[config.mk]
export PLATFORM = sky130hd
export DESIGN_NAME = uart_tx_buffered
export DESIGN_NICKNAME = d
export VERILOG_FILES = /design/src/rtl/uart_pkg.sv /design/src/rtl/sync_fifo.sv /design/src/rtl/uart_tx_buffered.sv
export SDC_FILE = /design/constraint.sdc
export NUM_CORES = 1
export LEC_CHECK = 0
export BUFFER_PORTS_ARGS = -buffer_cell sky130_fd_sc_hd__buf_2
export CAP_MARGIN = 40
export CORE_MARGIN = 1
export CORE_UTILIZATION = 53
export CTS_BUF_LIST = sky130_fd_sc_hd__clkbuf_4
export DETAILED_ROUTE_END_ITERATION = 12
export HOLD_SLACK_MARGIN = 0.03
export PLACE_DENSITY = 0.71
export SLEW_MARGIN = 20
export SYNTH_ARGS = -nofsm -noshare
export SYNTH_HDL_FRONTEND = slang
export SYNTH_HIERARCHICAL = 1
export SYNTH_SLANG_ARGS = --single-unit
[constraint.sdc]
create_clock -name clk -period 3.45 [get_ports clk]
set_input_delay 0.345 -clock clk [delete_from_list [all_inputs] [get_ports clk]]
set_output_delay 0.345 -clock clk [all_outputs]
set_load 0.01 [all_outputs]
[src/rtl/uart_pkg.sv]
// Shared types and helpers for the buffered UART transmit path.
package uart_pkg;

  typedef enum logic [2:0] {
    IDLE   = 3'd0,
    START  = 3'd1,
    DATA   = 3'd2,
    PARITY = 3'd3,
    STOP   = 3'd4
  } tx_state_e;

  // Widest character supported; narrower characters are zero-extended before the XOR.
  localparam int CHAR_MAX_BITS = 9;

  function automatic logic char_parity(input logic [CHAR_MAX_BITS-1:0] data);
    return ^data;
  endfunction

endpackage

[src/rtl/sync_fifo.sv]
// Synchronous FIFO with occupancy count and a registered not-full flag.
module sync_fifo #(
  parameter int WIDTH = 34,
  parameter int DEPTH = 4
) (
  input  logic                         clk,
  input  logic                         rst_n,
  input  logic                         push,
  input  logic [WIDTH-1:0]             push_data,
  input  logic                         pop,
  output logic [WIDTH-1:0]             pop_data,
  output logic [$clog2(DEPTH+1)-1:0]   count,
  output logic                         not_full
);

  localparam int PTR_W = $clog2(DEPTH);
  localparam int CNT_W = $clog2(DEPTH + 1);

  logic [WIDTH-1:0] mem_r [DEPTH];
  logic [PTR_W-1:0] wr_ptr_r;
  logic [PTR_W-1:0] rd_ptr_r;
  logic [CNT_W-1:0] count_r;
  logic [CNT_W-1:0] count_s;
  logic             not_full_r;
  logic             push_ok_s;
  logic             pop_ok_s;

  // Guard against overflow/underflow even if the caller misbehaves.
  assign push_ok_s = push & not_full_r;
  assign pop_ok_s  = pop & (count_r != CNT_W'(0));

  // Next occupancy; a simultaneous push and pop leaves it unchanged.
  always_comb begin
    count_s = count_r;
    if (push_ok_s && !pop_ok_s) begin
      count_s = count_r + CNT_W'(1);
    end else if (pop_ok_s && !push_ok_s) begin
      count_s = count_r - CNT_W'(1);
    end else begin
      count_s = count_r;
    end
  end

  // Pointers, count and the registered not-full flag.
  always_ff @(posedge clk or negedge rst_n) begin
    if (!rst_n) begin
      wr_ptr_r   <= PTR_W'(0);
      rd_ptr_r   <= PTR_W'(0);
      count_r    <= CNT_W'(0);
      not_full_r <= 1'b1;
    end else begin
      if (push_ok_s) begin
        wr_ptr_r <= wr_ptr_r + PTR_W'(1);
      end
      if (pop_ok_s) begin
        rd_ptr_r <= rd_ptr_r + PTR_W'(1);
      end
      count_r    <= count_s;
      not_full_r <= (count_s < CNT_W'(DEPTH));
    end
  end

  // Storage array; contents are don't-care until written.
  always_ff @(posedge clk) begin
    if (push_ok_s) begin
      mem_r[wr_ptr_r] <= push_data;
    end
  end

  assign pop_data = mem_r[rd_ptr_r];
  assign count    = count_r;
  assign not_full = not_full_r;

endmodule

[src/rtl/uart_tx_buffered.sv]
// Buffered UART transmitter: word FIFO feeding a per-character serialiser with optional parity.
module uart_tx_buffered
  import uart_pkg::*;
#(
  parameter int WIDTH_SIZE   = 32,
  parameter int CHAR_BITS    = 8,
  parameter int FIFO_DEPTH   = 4,
  parameter int CLKS_PER_BIT = 16,
  parameter int STOP_BITS    = 1,
  parameter int PARITY_ODD   = 0
) (
  input  logic                              clk,
  input  logic                              reset,
  input  logic                              valid,
  input  logic [WIDTH_SIZE-1:0]             input_tx,
  input  logic                              PF,
  input  logic                              err,
  output logic                              ready,
  output logic                              Tx,
  output logic                              busy,
  output logic [$clog2(FIFO_DEPTH+1)-1:0]   fifo_count
);

  localparam int NUM_CHARS = WIDTH_SIZE / CHAR_BITS;
  localparam int ENTRY_W   = WIDTH_SIZE + 2;
  localparam int CNT_W     = $clog2(FIFO_DEPTH + 1);
  localparam int CLK_W     = (CLKS_PER_BIT > 1) ? $clog2(CLKS_PER_BIT) : 1;
  localparam int BIT_W     = $clog2(CHAR_BITS);
  localparam int CHAR_W    = (NUM_CHARS > 1) ? $clog2(NUM_CHARS) : 1;

  localparam logic [CLK_W-1:0]  CLK_RELOAD = CLK_W'(CLKS_PER_BIT - 1);
  localparam logic [BIT_W-1:0]  LAST_DATA  = BIT_W'(CHAR_BITS - 1);
  localparam logic [BIT_W-1:0]  LAST_STOP  = BIT_W'(STOP_BITS - 1);
  localparam logic [CHAR_W-1:0] LAST_CHAR  = CHAR_W'(NUM_CHARS - 1);
  localparam logic              PAR_ODD    = (PARITY_ODD != 0);

  logic                  push_s;
  logic                  pop_s;
  logic [ENTRY_W-1:0]    entry_s;
  logic [ENTRY_W-1:0]    head_s;
  logic [CNT_W-1:0]      count_s;
  logic                  not_full_s;

  tx_state_e             state_r;
  tx_state_e             state_s;
  logic [CLK_W-1:0]      clk_cnt_r;
  logic [CLK_W-1:0]      clk_cnt_s;
  logic [BIT_W-1:0]      bit_idx_r;
  logic [BIT_W-1:0]      bit_idx_s;
  logic [CHAR_W-1:0]     char_idx_r;
  logic [CHAR_W-1:0]     char_idx_s;
  logic [WIDTH_SIZE-1:0] shift_r;
  logic [WIDTH_SIZE-1:0] shift_s;
  logic                  pf_r;
  logic                  pf_s;
  logic                  err_r;
  logic                  err_s;
  logic                  tx_r;
  logic                  tx_s;
  logic                  busy_r;
  logic                  bit_tick_s;
  logic [CHAR_BITS-1:0]  next_char_s;
  logic                  parity_s;

  assign push_s  = valid & not_full_s;
  assign entry_s = {err, PF, input_tx};

  sync_fifo #(
    .WIDTH (ENTRY_W),
    .DEPTH (FIFO_DEPTH)
  ) u_fifo (
    .clk       (clk),
    .rst_n     (reset),
    .push      (push_s),
    .push_data (entry_s),
    .pop       (pop_s),
    .pop_data  (head_s),
    .count     (count_s),
    .not_full  (not_full_s)
  );

  assign bit_tick_s = (clk_cnt_r == CLK_W'(0));

  // Serialiser next-state: bit timing, data/stop indexing and character stepping.
  always_comb begin
    state_s    = state_r;
    clk_cnt_s  = clk_cnt_r;
    bit_idx_s  = bit_idx_r;
    char_idx_s = char_idx_r;
    shift_s    = shift_r;
    pf_s       = pf_r;
    err_s      = err_r;
    pop_s      = 1'b0;
    case (state_r)
      IDLE: begin
        if (count_s != CNT_W'(0)) begin
          pop_s      = 1'b1;
          shift_s    = head_s[WIDTH_SIZE-1:0];
          pf_s       = head_s[WIDTH_SIZE];
          err_s      = head_s[WIDTH_SIZE+1];
          char_idx_s = CHAR_W'(0);
          clk_cnt_s  = CLK_RELOAD;
          state_s    = START;
        end else begin
          state_s = IDLE;
        end
      end
      START: begin
        if (bit_tick_s) begin
          clk_cnt_s = CLK_RELOAD;
          bit_idx_s = BIT_W'(0);
          state_s   = DATA;
        end else begin
          clk_cnt_s = clk_cnt_r - CLK_W'(1);
        end
      end
      DATA: begin
        if (bit_tick_s) begin
          clk_cnt_s = CLK_RELOAD;
          if (bit_idx_r == LAST_DATA) begin
            bit_idx_s = BIT_W'(0);
            state_s   = pf_r ? PARITY : STOP;
          end else begin
            bit_idx_s = bit_idx_r + BIT_W'(1);
          end
        end else begin
          clk_cnt_s = clk_cnt_r - CLK_W'(1);
        end
      end
      PARITY: begin
        if (bit_tick_s) begin
          clk_cnt_s = CLK_RELOAD;
          bit_idx_s = BIT_W'(0);
          state_s   = STOP;
        end else begin
          clk_cnt_s = clk_cnt_r - CLK_W'(1);
        end
      end
      STOP: begin
        if (bit_tick_s) begin
          clk_cnt_s = CLK_RELOAD;
          if (bit_idx_r == LAST_STOP) begin
            bit_idx_s = BIT_W'(0);
            if (char_idx_r == LAST_CHAR) begin
              state_s = IDLE;
            end else begin
              char_idx_s = char_idx_r + CHAR_W'(1);
              shift_s    = shift_r >> CHAR_BITS;
              state_s    = START;
            end
          end else begin
            bit_idx_s = bit_idx_r + BIT_W'(1);
          end
        end else begin
          clk_cnt_s = clk_cnt_r - CLK_W'(1);
        end
      end
      default: begin
        state_s = IDLE;
      end
    endcase
  end

  // Line level for the upcoming cycle, derived from the next state so Tx can be registered.
  always_comb begin
    next_char_s = shift_s[CHAR_BITS-1:0];
    parity_s    = char_parity(CHAR_MAX_BITS'(next_char_s)) ^ PAR_ODD ^ err_s;
    case (state_s)
      START:   tx_s = 1'b0;
      DATA:    tx_s = next_char_s[bit_idx_s];
      PARITY:  tx_s = parity_s;
      default: tx_s = 1'b1;
    endcase
  end

  // Serialiser state and registered line outputs; reset abandons any frame in flight.
  always_ff @(posedge clk or negedge reset) begin
    if (!reset) begin
      state_r    <= IDLE;
      clk_cnt_r  <= CLK_W'(0);
      bit_idx_r  <= BIT_W'(0);
      char_idx_r <= CHAR_W'(0);
      shift_r    <= WIDTH_SIZE'(0);
      pf_r       <= 1'b0;
      err_r      <= 1'b0;
      tx_r       <= 1'b1;
      busy_r     <= 1'b0;
    end else begin
      state_r    <= state_s;
      clk_cnt_r  <= clk_cnt_s;
      bit_idx_r  <= bit_idx_s;
      char_idx_r <= char_idx_s;
      shift_r    <= shift_s;
      pf_r       <= pf_s;
      err_r      <= err_s;
      tx_r       <= tx_s;
      busy_r     <= (state_s != IDLE);
    end
  end

  assign Tx         = tx_r;
  assign busy       = busy_r;
  assign ready      = not_full_s;
  assign fifo_count = count_s;

endmodule

* Word-level counts from Yosys, hierarchy flattened
Memories as Yosys holds them, arrays and structs flattened.
Index checks and enable logic that the tools add are counted.
** Storage, ports and cells
- Register bits :: 56
- RAM bits :: 136
- Input port bits :: 37
- Output and inout bits :: 6
- Memories kept :: 1
** Operators by class
- $add $sub $neg :: 7
- Magnitude comparators :: 2
- Eq/ne operators :: 13
- Muxes and demuxes :: 40
- Bitwise gates (word level) :: 4
- Reductions and logical operators :: 17
** Memory list
- u_fifo.mem_r :: words 4, bits a word 34, read ports 1, clocked after memory_dff 0, wr ports 1, RTL line sync_fifo.sv:19 : logic [WIDTH-1:0] mem_r [DEPTH];
** Operator list (count)
- 2-to-1 mux 32 bit :: 4
- one-hot mux 32 bit (2 select lines) :: 1
- 2-to-1 mux 3 bit :: 14
- one-hot mux 3 bit (5 select lines) :: 1
- equality test 3 x 2 -> 1 bit (second input constant) :: 4
- 2-to-1 mux 1 bit :: 9
- one-hot mux 3 bit (3 select lines) :: 1
- XOR reduction 9 bit :: 1
- 2-to-1 mux 2 bit :: 4
- 2-to-1 mux 4 bit :: 2
- != test 2 bit (second input constant) :: 4
- one-hot mux 4 bit (2 select lines) :: 1
- adder 2 x 1 -> 2 bit (second input constant) :: 3
- adder 3 x 1 -> 3 bit (second input constant) :: 2
- equality test 3 x 1 -> 1 bit (second input constant) :: 2
- equality test 3 bit (second input constant) :: 2
- zero test 3 bit :: 2
- nonzero test 3 bit :: 2
- AND reduction 5 bit :: 1
- zero test 4 bit :: 1
- < comparator 3 x 4 -> 1 bit (second input constant) :: 1
- one-hot mux 2 bit (2 select lines) :: 1
- AND reduction 2 bit :: 2
- nonzero test 2 bit :: 2
- other kinds (12) :: 16

* Logic depth before layout (Yosys ltp)
Gate-level depths: netlist of the first run.
- Depth in word-level cells :: 8
- Gate-level depth with buffers :: 12

* Hierarchy
Netlist of the first run, hierarchy kept.
** Modules (own cells, without submodules)
- sync_fifo :: instances 1, cells each 228, area an instance 5467.7 um^2
- uart_tx_buffered :: instances 1, cells each 255, area an instance 2523.7 um^2

* Worst setup path after synthesis of the first run
Ideal clock, no wire load.
- Path kind :: register to register
- From :: register state_r[1]
- To :: register (tool-made name)
- Arrival time :: 2377 ps
- Data required time :: 3317 ps
- Setup slack :: 941 ps
- Cell stages (with the launch flop) :: 12
- Buffers on the path :: 3
- Cell sequence :: dfrtp_1 > buf_4 > nor3_2 > buf_2 > nand2_1 > clkinv_1 > buf_1 > o21ai_0 > ha_1 > nor2b_1 > o31ai_1 > o31ai_1
** RTL lines
- start, declared :: RTL line uart_tx_buffered.sv:44 : tx_state_e state_r;
- start signal, assigned :: RTL line uart_tx_buffered.sv:189 : state_r <= state_s;

* Final worst setup path of the first run
- From :: register clk_cnt_r[0]
- To :: register tx_r (netlist: Tx)
** On the way
- Longest elaborated chain between the ends :: 6
- Elaborated cells on any way between the ends :: 20
- Classes of those cells :: eq/ne: 3; mux: 14; bitwise: 1; reduce/logical: 2
** RTL lines
- start, declared :: RTL line uart_tx_buffered.sv:46 : logic [CLK_W-1:0] clk_cnt_r;
- start signal, assigned :: RTL line uart_tx_buffered.sv:190 : clk_cnt_r <= clk_cnt_s;
- zero test 4 bit * :: RTL line uart_tx_buffered.sv:82 : assign bit_tick_s = (clk_cnt_r == CLK_W'(0));
- 2-to-1 mux 32 bit * :: RTL line uart_tx_buffered.sv:140 : if (bit_tick_s) begin
- one-hot mux 32 bit (2 select lines) * :: RTL line uart_tx_buffered.sv:94 : case (state_r)
- named net shift_s[5] :: RTL line uart_tx_buffered.sv:53 : logic [WIDTH_SIZE-1:0] shift_s;
- binary-select mux 1 bit (select 3 bit) / XOR reduction 9 bit (equally long branches) :: RTL line uart_tx_buffered.sv:170, uart_pkg.sv:16
- 2-to-1 mux 1 bit (not written as such) / bitwise XOR 1 bit (equally long branches) :: RTL line uart_tx_buffered.sv:170, uart_tx_buffered.sv:167
- one-hot mux 1 bit (3 select lines) * :: RTL line uart_tx_buffered.sv:168 : case (state_s)
- named net tx_s :: RTL line uart_tx_buffered.sv:59 : logic tx_s;
- end signal, assigned :: RTL line uart_tx_buffered.sv:196 : tx_r <= tx_s;
- end, declared :: RTL line uart_tx_buffered.sv:58 : logic tx_r;
Mark *: on every way through the listed nets, which the timed path passes. The rest lies on a longest branch. The select of a mux whose other input is x is not followed.
A chain may end at the register's enable or synchronous reset.

==> results.toml, run 1 <==
[placed_design]
dp_slack_ns = 0.534
post-dp-hpwl_mm = 9.12
io_buffers = 42
place_area_um2 = 8360
gp_congestion = 0.812
dp.cells = 699

[power_and_ir_drop]
p_total_mw = 7.10
power_switching_share_pct = 32.7
pwr-share-clk_pct = 16.1
power_switching_mw = 2.32
combPwrFrac_pct = 34.1
ir_drop_v = 0.000387
p_per_area_nw_per_um2 = 788
internal_power_mw = 4.78
leakage_nw = 3.47
seq_power_share_pct = 49.8

[final_layout]
final_nets = 621
drive_gt1_share_pct = 23.5
fin_cells = 767
area_delta_synth_final_pct = 12.7
postLayoutCoreUtil_pct = 61.5
fin_area_um2 = 9000
nFillCells = 1106

[yosys]
ys_top_cells_by_area = "edfxtp_1, dfrtp_1, mux4_2"
synth_top_cells_by_count = "edfxtp_1, nand2_1, dfrtp_1, mux4_2, o21ai_0"
ys.warnings.count = 6
synth_nets = 534
synth_edf_count = 136
syn_avg_cell_area_um2 = 16.5
yosysSeqAreaShare_pct = 68.7
async_flop_share_pct = 29.2
syn-cell-area_um2 = 7990
synth_ff_type = "edfxtp_1"
yosysMostFrequentCell = "edfxtp_1"
yosys.area.top_type = "edfxtp_1"
yosys.area.top_type_share_pct = 51.1
syn-instance-count = 483
ys_ff_latch = 192
ys_types = 56

[cts]
post_cts.repair.setup_buffers = 0
cts_buffers = 17
clk_pin_slew_ns = 0.15
cts_tree = "done"
cts_root_buf = "clkbuf_4"
h-tree-depth = 4
postCtsResizedCells = 0
clock_sinks = 192
holdBufCountCts = 35
cts_buffer_depth = 2
insertion_delay_ns = 0.55

[worst_setup_path]
cp-end-kind = "flip-flop"
r2r_slack_ns = 0.51
critPathKind = "flip-flop to flip-flop"
cp.arrival_ns = 3.44
r2r-end = "Tx"
r2r_cells = 9
path_max_fanout = 16
r2r-start = "clk_cnt_r[0]"
start_kind = "flip-flop"
crit_required_ns = 3.95

[sta]
rsz0062_at_grt = "false"
fin_ws_ns = 0.510
min_period_over_period_pct = 85.2
finalHoldViolations = 0
drv_slew = 0
skew_ns = 0.0168
holdWs_ns = 0.279
setup-violations-final = 0
relSlewSlack_pct = 56.8
fin_setup_tns_ns = 0
fin_crit_ns = 2.94
max_freq_mhz = 340
worst_pin_slew_ns = 0.648

[global_routing]
grtUsageTotal_pct = 20.2
grt_overflow = 0
grt_pass1_vias = 4524
grt_max_degree = 38
grt_pass1_wl_mm = 23.4
antenna_found_initial = 1

[detailed_routing]
wl_per_cell_um = 18.8
num_vias = 4302
ant_nets = 0
drt-pass1-iter-count = 9
route.detailed.drc = 2
viasPerCell = 5.61
drt_iter0_markers = 305
routed_wirelength_mm = 14.4

[status]
outcome = "complete, but fails checks"
violations = "DRC"

[die]
core_area_um2 = 14600
die_h_um = 125
initial_core_util_pct = 54.6
die_x_um = 125
io_pins = 43
fp.dieArea_um2 = 15600
fp-row-count = 44

[hold_path]
hp-class = "input pin to async pin"

[run]
cap_viol_max_count = 0
-- worst max-delay path by stage --
stage | start | end | slack, ns | cells after the start
5_1_grt | clk_cnt_r[0] | Tx | 0.30 | 9
4_1_cts | clk_cnt_r[0] | Tx | 0.51 | 9
3_5_place_dp | clk_cnt_r[0] | Tx | 0.53 | 9
2_1_floorplan | state_r[1] | flip-flop | 0.94 | 11
3_3_place_gp | clk_cnt_r[0] | Tx | 0.67 | 9
6_report | clk_cnt_r[0] | Tx | 0.51 | 9
-- power by group through the flow --
| stage | logic (mW) | clock network [mW] | registers [mW] |
|---|---|---|---|
| global placement | 2.37 | 0 | 3.55 |
| global route | 2.67 | 1.26 | 3.60 |
| detailed placement | 2.42 | 0 | 3.59 |
| floorplan | 1.98 | 0 | 3.45 |
| CTS | 2.46 | 1.18 | 3.54 |
| finish | 2.42 | 1.14 | 3.53 |
-- placed cells by master, fill, tap and decap left out, types with 8 or more instances in the layout --
cell	n
dfrtp_1	53
nand2_1	69
buf_2	42
buf_4	13
edfxtp_1	136
clkbuf_4	17
o21ai_0	23
nor2_1	8
mux4_2	28
ha_1	14
a22oi_1	17
inv_1	13
dlygate4sd3_1	35
and3_1	13
-- per-layer routing --
metal,share of wire (%),GRT usage (%),wire (um),vias to the layer above
met3,3.6,4.08,512,11
met1,43,24.8,6170,2165
met4,0.79,7.77,114,0
li1,-,-,-,2036
met5,0,0,0,-
met2,53,35.4,7610,90
-- cells by family after synthesis --
group / share of synthesized area (%)
muxes: 10.9
adders and majority gates: 2.19
buffers and inverters: 2.76
DFF: 68.7
AOI/OAI and AO/OA: 6.48
xor gates and xnor gates: 1.66
and+or+nand+nor: 7.34
-- final cells by class --
type                            count  area [um2]  share of cell area, %
Timing Repair Buffer               91         678                   7.53
Multi-Input combinational cell    254        2280                   25.4
Clock buffer                       17         128                   1.42
Clock inverter                     14         141                   1.57
Inverter                           14        52.6                  0.584
Tap cell                          184         230                   2.56
Antenna cell                        1        2.50                 0.0278
Sequential cell                   192        5490                   61.0
-- critical path: stages (launching register included) --
cell	delay (ns)
dfrtp_1	0.43
inv_1	0.09
ha_1	0.20
nor3b_4	0.39
and3_1	0.65
a221o_2	0.33
xnor2_2	0.12
xnor2_1	0.14
xnor3_1	0.42
o22ai_2	0.12
-- flip-flops by register name, indices dropped and copies added (netlist names), 2 cells and up, named ones only --
signal	count
char_idx_r	2
u_fifo/rd_ptr_r	2
clk_cnt_r	4
bit_idx_r	3
u_fifo/mem_r	136
u_fifo/count	2
shift_r	32
u_fifo/wr_ptr_r	2
state_r	3
No activity file was read; power rests on OpenSTA's default activity.
==> run 2: changes to the inputs <==
--- a/config.mk
+++ b/config.mk
@@ -12,7 +12,7 @@
 export CTS_BUF_LIST = sky130_fd_sc_hd__clkbuf_4
 export DETAILED_ROUTE_END_ITERATION = 12
 export HOLD_SLACK_MARGIN = 0.03
-export PLACE_DENSITY = 0.71
+export PLACE_DENSITY_LB_ADDON = 0.3
 export SLEW_MARGIN = 20
 export SYNTH_ARGS = -nofsm -noshare
 export SYNTH_HDL_FRONTEND = slang
==> results.toml, run 2 (synthesis results as in run 1) <==
[worst_setup_path]
cp.arrival_ns = 3.37
r2r-start = "state_r[1]"
critPathKind = "flip-flop to flip-flop"
worstSetupStartpoint = "state_r[1]"
cp-end-kind = "flip-flop"
r2r-end = "Tx"
r2r_slack_ns = 0.58
r2r_cells = 7
path_max_fanout = 12
endpoint = "Tx"
crit_required_ns = 3.95
start_kind = "flip-flop"

[die]
core_area_um2 = 14600
die_h_um = 125
fp.dieArea_um2 = 15600
io_pins = 43
initial_core_util_pct = 54.6
fp-row-count = 44
die_x_um = 125

[global_routing]
antenna_found_initial = 1
grt_max_degree = 35
grt_pass1_wl_mm = 24.0
grt_pass1_vias = 4625
grtUsageTotal_pct = 20.4
grt_overflow = 0

[detailed_routing]
drt-pass1-iter-count = 9
route.detailed.drc = 2
drt_iter0_markers = 281
routed_wirelength_mm = 14.7
viasPerCell = 5.68
ant_nets = 0
num_vias = 4359
wl_per_cell_um = 19.1

[power_and_ir_drop]
p_total_mw = 7.07
p_per_area_nw_per_um2 = 787
ir_drop_v = 0.000472
leakage_nw = 3.45

[cts]
cts_root_buf = "clkbuf_4"
clock_sinks = 192
holdBufCountCts = 35
clk_pin_slew_ns = 0.15
cts_buffer_depth = 2
post_cts.repair.setup_buffers = 0
h-tree-depth = 4
postCtsResizedCells = 0
insertion_delay_ns = 0.55
cts_tree = "done"
cts_buffers = 17

[hold_path]
hp-class = "input pin to flip-flop"

[status]
violations = "DRC"
outcome = "complete, but fails checks"

[sta]
worst_pin_slew_ns = 0.649
setup-violations-final = 0
fin_setup_tns_ns = 0
max_freq_mhz = 348
drv_slew = 0
min_period_over_period_pct = 83.3
fin_crit_ns = 2.87
skew_ns = 0.0193
finalHoldViolations = 0
fin_ws_ns = 0.577
rsz0062_at_grt = "false"
relSlewSlack_pct = 56.5

[final_layout]
largest_reg_flops = 136
layout_commonest_cell = "edfxtp_1"
multi_input_area_um2 = 2280
fin_area_um2 = 8980
final_nets = 621
area_delta_synth_final_pct = 12.4
register_area_um2 = 5490
drive_gt1_share_pct = 23.5
final_cell_mix = "edfxtp_1, nand2_1, dfrtp_1"
nFillCells = 1078
postLayoutCoreUtil_pct = 61.3
reg.largest.list = "u_fifo/mem_r x136, shift_r x32, clk_cnt_r x4"
regMostFlops = "u_fifo/mem_r"

[placed_design]
gp_congestion = 0.785
post-dp-hpwl_mm = 9.14
place_area_um2 = 8370
io_buffers = 42
dp_slack_ns = 0.621

[run]
cap_viol_max_count = 0
## run 2: cell types whose count changed in the layout (fill, tap and decap cells not counted)
cell	delta
inv_6	-1
clkinv_1	+1
clkinv_2	-3
buf_4	+1
clkinv_4	-3
buf_12	-1
bufinv_16	-1
clkbuf_4	+3
clkinvlp_4	+3
inv_8	+2
## run 2: stage by stage
| step | hold WS [ns] | instances |
|---|---|---|
| floorplan | 0.0494 | 483 |
| global placement | 0.374 | 700 |
| detailed placement | 0.389 | 700 |
| CTS | 0.206 | 767 |
| global route | 0.247 | 768 |
| finish | 0.260 | 768 |
## run 2: layout make-up
cell class | instances | area share, %
tap | 184 | 2.56
clock inverter | 12 | 1.23
timing repair buffer | 91 | 7.41
inverter | 14 | 0.585
sequential | 192 | 61.1
antenna | 1 | 0.0279
clock buffer | 20 | 1.67
multi-input combinational | 254 | 25.4
## run 2: worst min path at each step
stage / depth (start not counted) / startpoint / end
after detailed placement: 1 / reset / shift_r[6]
after CTS: 4 / valid / u_fifo/wr_ptr_r[1]
after global routing: 4 / valid / u_fifo/wr_ptr_r[1]
after global placement: 1 / reset / shift_r[4]
after floorplan: 0 / reset / bit_idx_r[0]
final: 4 / valid / u_fifo/wr_ptr_r[1]
## run 2: where the power goes
group          leakage, nW  switching, mW  internal [mW]
clock network        0.133          0.725          0.386
registers             1.94          0.357           3.19
logic                 1.38           1.26           1.16
total                 3.45           2.34           4.73
## run 2: metal layers
metal  wire (um)  track usage [%]
met1        6280             26.6
met2        7670             34.6
met3         598             4.38
met4          98             6.25
met5           0                0
## run 2: critical path, stage by stage, from the launching register on
cell and delay, ns:
dfrtp_1 0.57, nor3_2 0.63, nand2_1 0.43, mux2_2 0.42, xnor2_2 0.17, xnor2_2 0.14, xnor3_1 0.34, o22ai_2 0.12
==> run 3: changes to the inputs <==
--- a/config.mk
+++ b/config.mk
@@ -5,6 +5,7 @@
 export SDC_FILE = /design/constraint.sdc
 export NUM_CORES = 1
 export LEC_CHECK = 0
+export ABC_AREA = 1
 export BUFFER_PORTS_ARGS = -buffer_cell sky130_fd_sc_hd__buf_2
 export CAP_MARGIN = 40
 export CORE_MARGIN = 1
==> constraint.sdc (replaced) <==
create_clock -name clk -period 2.8 [get_ports clk]
set_input_delay 0.28 -clock clk [delete_from_list [all_inputs] [get_ports clk]]
set_output_delay 0.28 -clock clk [all_outputs]
set_load 0.01 [all_outputs]
==> results.toml, run 3 <==
[status]
outcome = "completed"

[global_routing]
grt_max_degree = 53
grt_overflow = 0
grtUsageTotal_pct = 22.5
grt_pass1_wl_mm = 27.3
antenna_found_initial = 1
grt_pass1_vias = 5581

[die]
die_x_um = 127
initial_core_util_pct = 54.3
fp.dieArea_um2 = 16100
die_h_um = 127
io_pins = 43
fp-row-count = 45
core_area_um2 = 15200

[placed_design]
place_area_um2 = 8600
gp_congestion = 0.904
dp.cells = 950
io_buffers = 42
post-dp-hpwl_mm = 10.4

[sta]
fin_setup_tns_ns = 0
min_period_over_period_pct = 85.1
finalHoldViolations = 0
skew_ns = 0.0139
setup-violations-final = 0
max_freq_mhz = 420
relSlewSlack_pct = 62.8
worst_pin_slew_ns = 0.557
rsz0062_at_grt = "false"
drv_slew = 0
fin_crit_ns = 2.38

[worst_setup_path]
cp.arrival_ns = 2.81
cp-end-kind = "flip-flop"
crit_required_ns = 3.23
path_max_fanout = 26
start_kind = "flip-flop"
critPathKind = "flip-flop to flip-flop"

[yosys]
ys.warnings.count = 6
synth_nets = 789
yosys.area.top_type_share_pct = 49.5
ys_ff_latch = 192
async_flop_share_pct = 29.2
yosys.area_share.simple_pct = 14.2
syn-cell-area_um2 = 8260
ys_top_cells_by_area = "edfxtp_1, dfrtp_1, nand2_1"
synth_top_family_by_area = "simple AND/OR/NAND/NOR gates"
synth_ff_type = "edfxtp_1"
synth_top_cells_by_count = "edfxtp_1, nand2_1, nor2_1, o21ai_0, inv_1"
yosysMostFrequentCell = "edfxtp_1"
synth_edf_count = 136
synth_compound_area_share_pct = 10.7
syn_avg_cell_area_um2 = 11.2
yosys.area.top_type = "edfxtp_1"
yosys-mux-area-fraction_pct = 0
yosysSeqAreaShare_pct = 66.5
syn-instance-count = 738
synth_fa_ha_area_share_pct = 2.12
ys_types = 39
synth-xor-area-share_pct = 0.318

[final_layout]
regMostFlops = "u_fifo/mem_r"
final_cell_mix = "edfxtp_1, nand2_1, nor2_1"
layout_commonest_cell = "edfxtp_1"
reg.largest.list = "u_fifo/mem_r x136, shift_r x32, clk_cnt_r x4"
final_nets = 868
largest_reg_flops = 136
postLayoutCoreUtil_pct = 61.1
fin_area_um2 = 9280
nFillCells = 1232
drive_gt1_share_pct = 14.7
area_delta_synth_final_pct = 12.4
fin_cells = 1018

[hold_path]
hp-class = "input pin to async pin"

[detailed_routing]
route.detailed.drc = 0
viasPerCell = 5.48
routed_wirelength_mm = 16.8
top_layer = "met4"
num_vias = 5580
ant_nets = 0
drt-met1-wl_mm = 7.35
dr_wl_met2_mm = 8.61
wl_met3_um = 476
drt-pass1-iter-count = 5
wl_per_cell_um = 16.5
drt_iter0_markers = 351

[power_and_ir_drop]
ir_drop_v = 0.000375
power_switching_share_pct = 27.3
power_switching_mw = 1.66
seq_power_share_pct = 59.8
p_per_area_nw_per_um2 = 654
combPwrFrac_pct = 14.8
leakage_nw = 3.71
pwr-share-clk_pct = 25.4
internal_power_mw = 4.41

[cts]
clock_sinks = 192
cts_buffer_depth = 2
insertion_delay_ns = 0.57
cts_buffers = 17
h-tree-depth = 4
postCtsResizedCells = 0
cts_tree = "done"
cts_root_buf = "clkbuf_4"
clk_pin_slew_ns = 0.14

[run]
cap_viol_max_count = 0
[run 3: changes by cell type in the layout (fill, tap and decap cells not counted), moves of 7 or more]
cell and delta:
nand2_2 +7, nand3_1 +29, o21ai_1 +14, inv_1 +61, and3_1 -13, o221ai_1 +12
o21ai_0 +54, nor2_1 +84, nand2_1 +44, mux4_2 -28, o22ai_1 +35, a22oi_1 -16
[run 3: cells by family after synthesis]
kind of cell / count (synthesis)
AOI/OAI and AO/OA: 152
adders and majority gates: 14
DFF: 192
xor gates and xnor gates: 3
buffers and inverters: 111
and+or+nand+nor: 266
[run 3: metal layers]
metal  vias up  global-route usage (%)
met1      2725                    27.3
met4         0                    10.2
li1       2699                       -
met3        27                    3.84
met5         -                       0
met2       129                    39.4
[run 3: area by class of cell]
| cell class | instances | area, um2 | area share, % |
|---|---|---|---|
| antenna | 1 | 2.50 | 0.0270 |
| clock buffer | 18 | 135 | 1.46 |
| clock inverter | 13 | 164 | 1.77 |
| inverter | 82 | 315 | 3.40 |
| multi-input combinational | 435 | 2270 | 24.5 |
| sequential | 192 | 5490 | 59.1 |
| tap | 188 | 235 | 2.53 |
| timing repair buffer | 89 | 671 | 7.23 |
[run 3: critical path: stages (launching register included)]
cell and delay, ns:
dfrtp_1 0.42, inv_1 0.08, ha_1 0.21, nand2_1 0.13, nor2_4 0.18, nand3_4 0.31, inv_2 0.19, nor2_4 0.08
inv_1 0.44, o221ai_1 0.19
[run 3: final timing paths]
kind | startpoint | slack [ns] | cells after the start | endpoint
min reg2reg | char_idx_r[0] | 0.52 | 1 | char_idx_r[0]
max in group asynchronous | reset | 1.96 | 4 | Tx
max reg2reg | clk_cnt_r[0] | 0.42 | 9 | shift_r[22]
max | clk_cnt_r[0] | 0.42 | 9 | shift_r[22]
min | reset | 0.11 | 2 | u_fifo/count[0]
min in group clk | valid | 0.33 | 5 | u_fifo/wr_ptr_r[0]
[run 3: what timing repair did]
action	in CTS	in global routing
hold buffers	35	0
endpoints found under the hold margin	164	0
setup buffers	0	0
[run 3: through the flow]
step	hold slack [ns]	power (mW)	setup WS [ns]
CTS	0.281	6.09	0.445
floorplan	-0.0156	4.19	0.134
finish	0.112	6.07	0.417
global route	0.0997	6.33	0.228
detailed placement	0.389	4.55	0.477
global placement	0.381	4.50	0.539
[run 3: power by group through the flow]
stage	sequential, mW	combinational [mW]	clock (mW)
3_5_place_dp	3.69	0.854	0
3_3_place_gp	3.67	0.826	0
4_1_cts	3.63	0.899	1.56
6_report	3.63	0.897	1.54
5_1_grt	3.67	0.998	1.67
2_1_floorplan	3.70	0.489	0
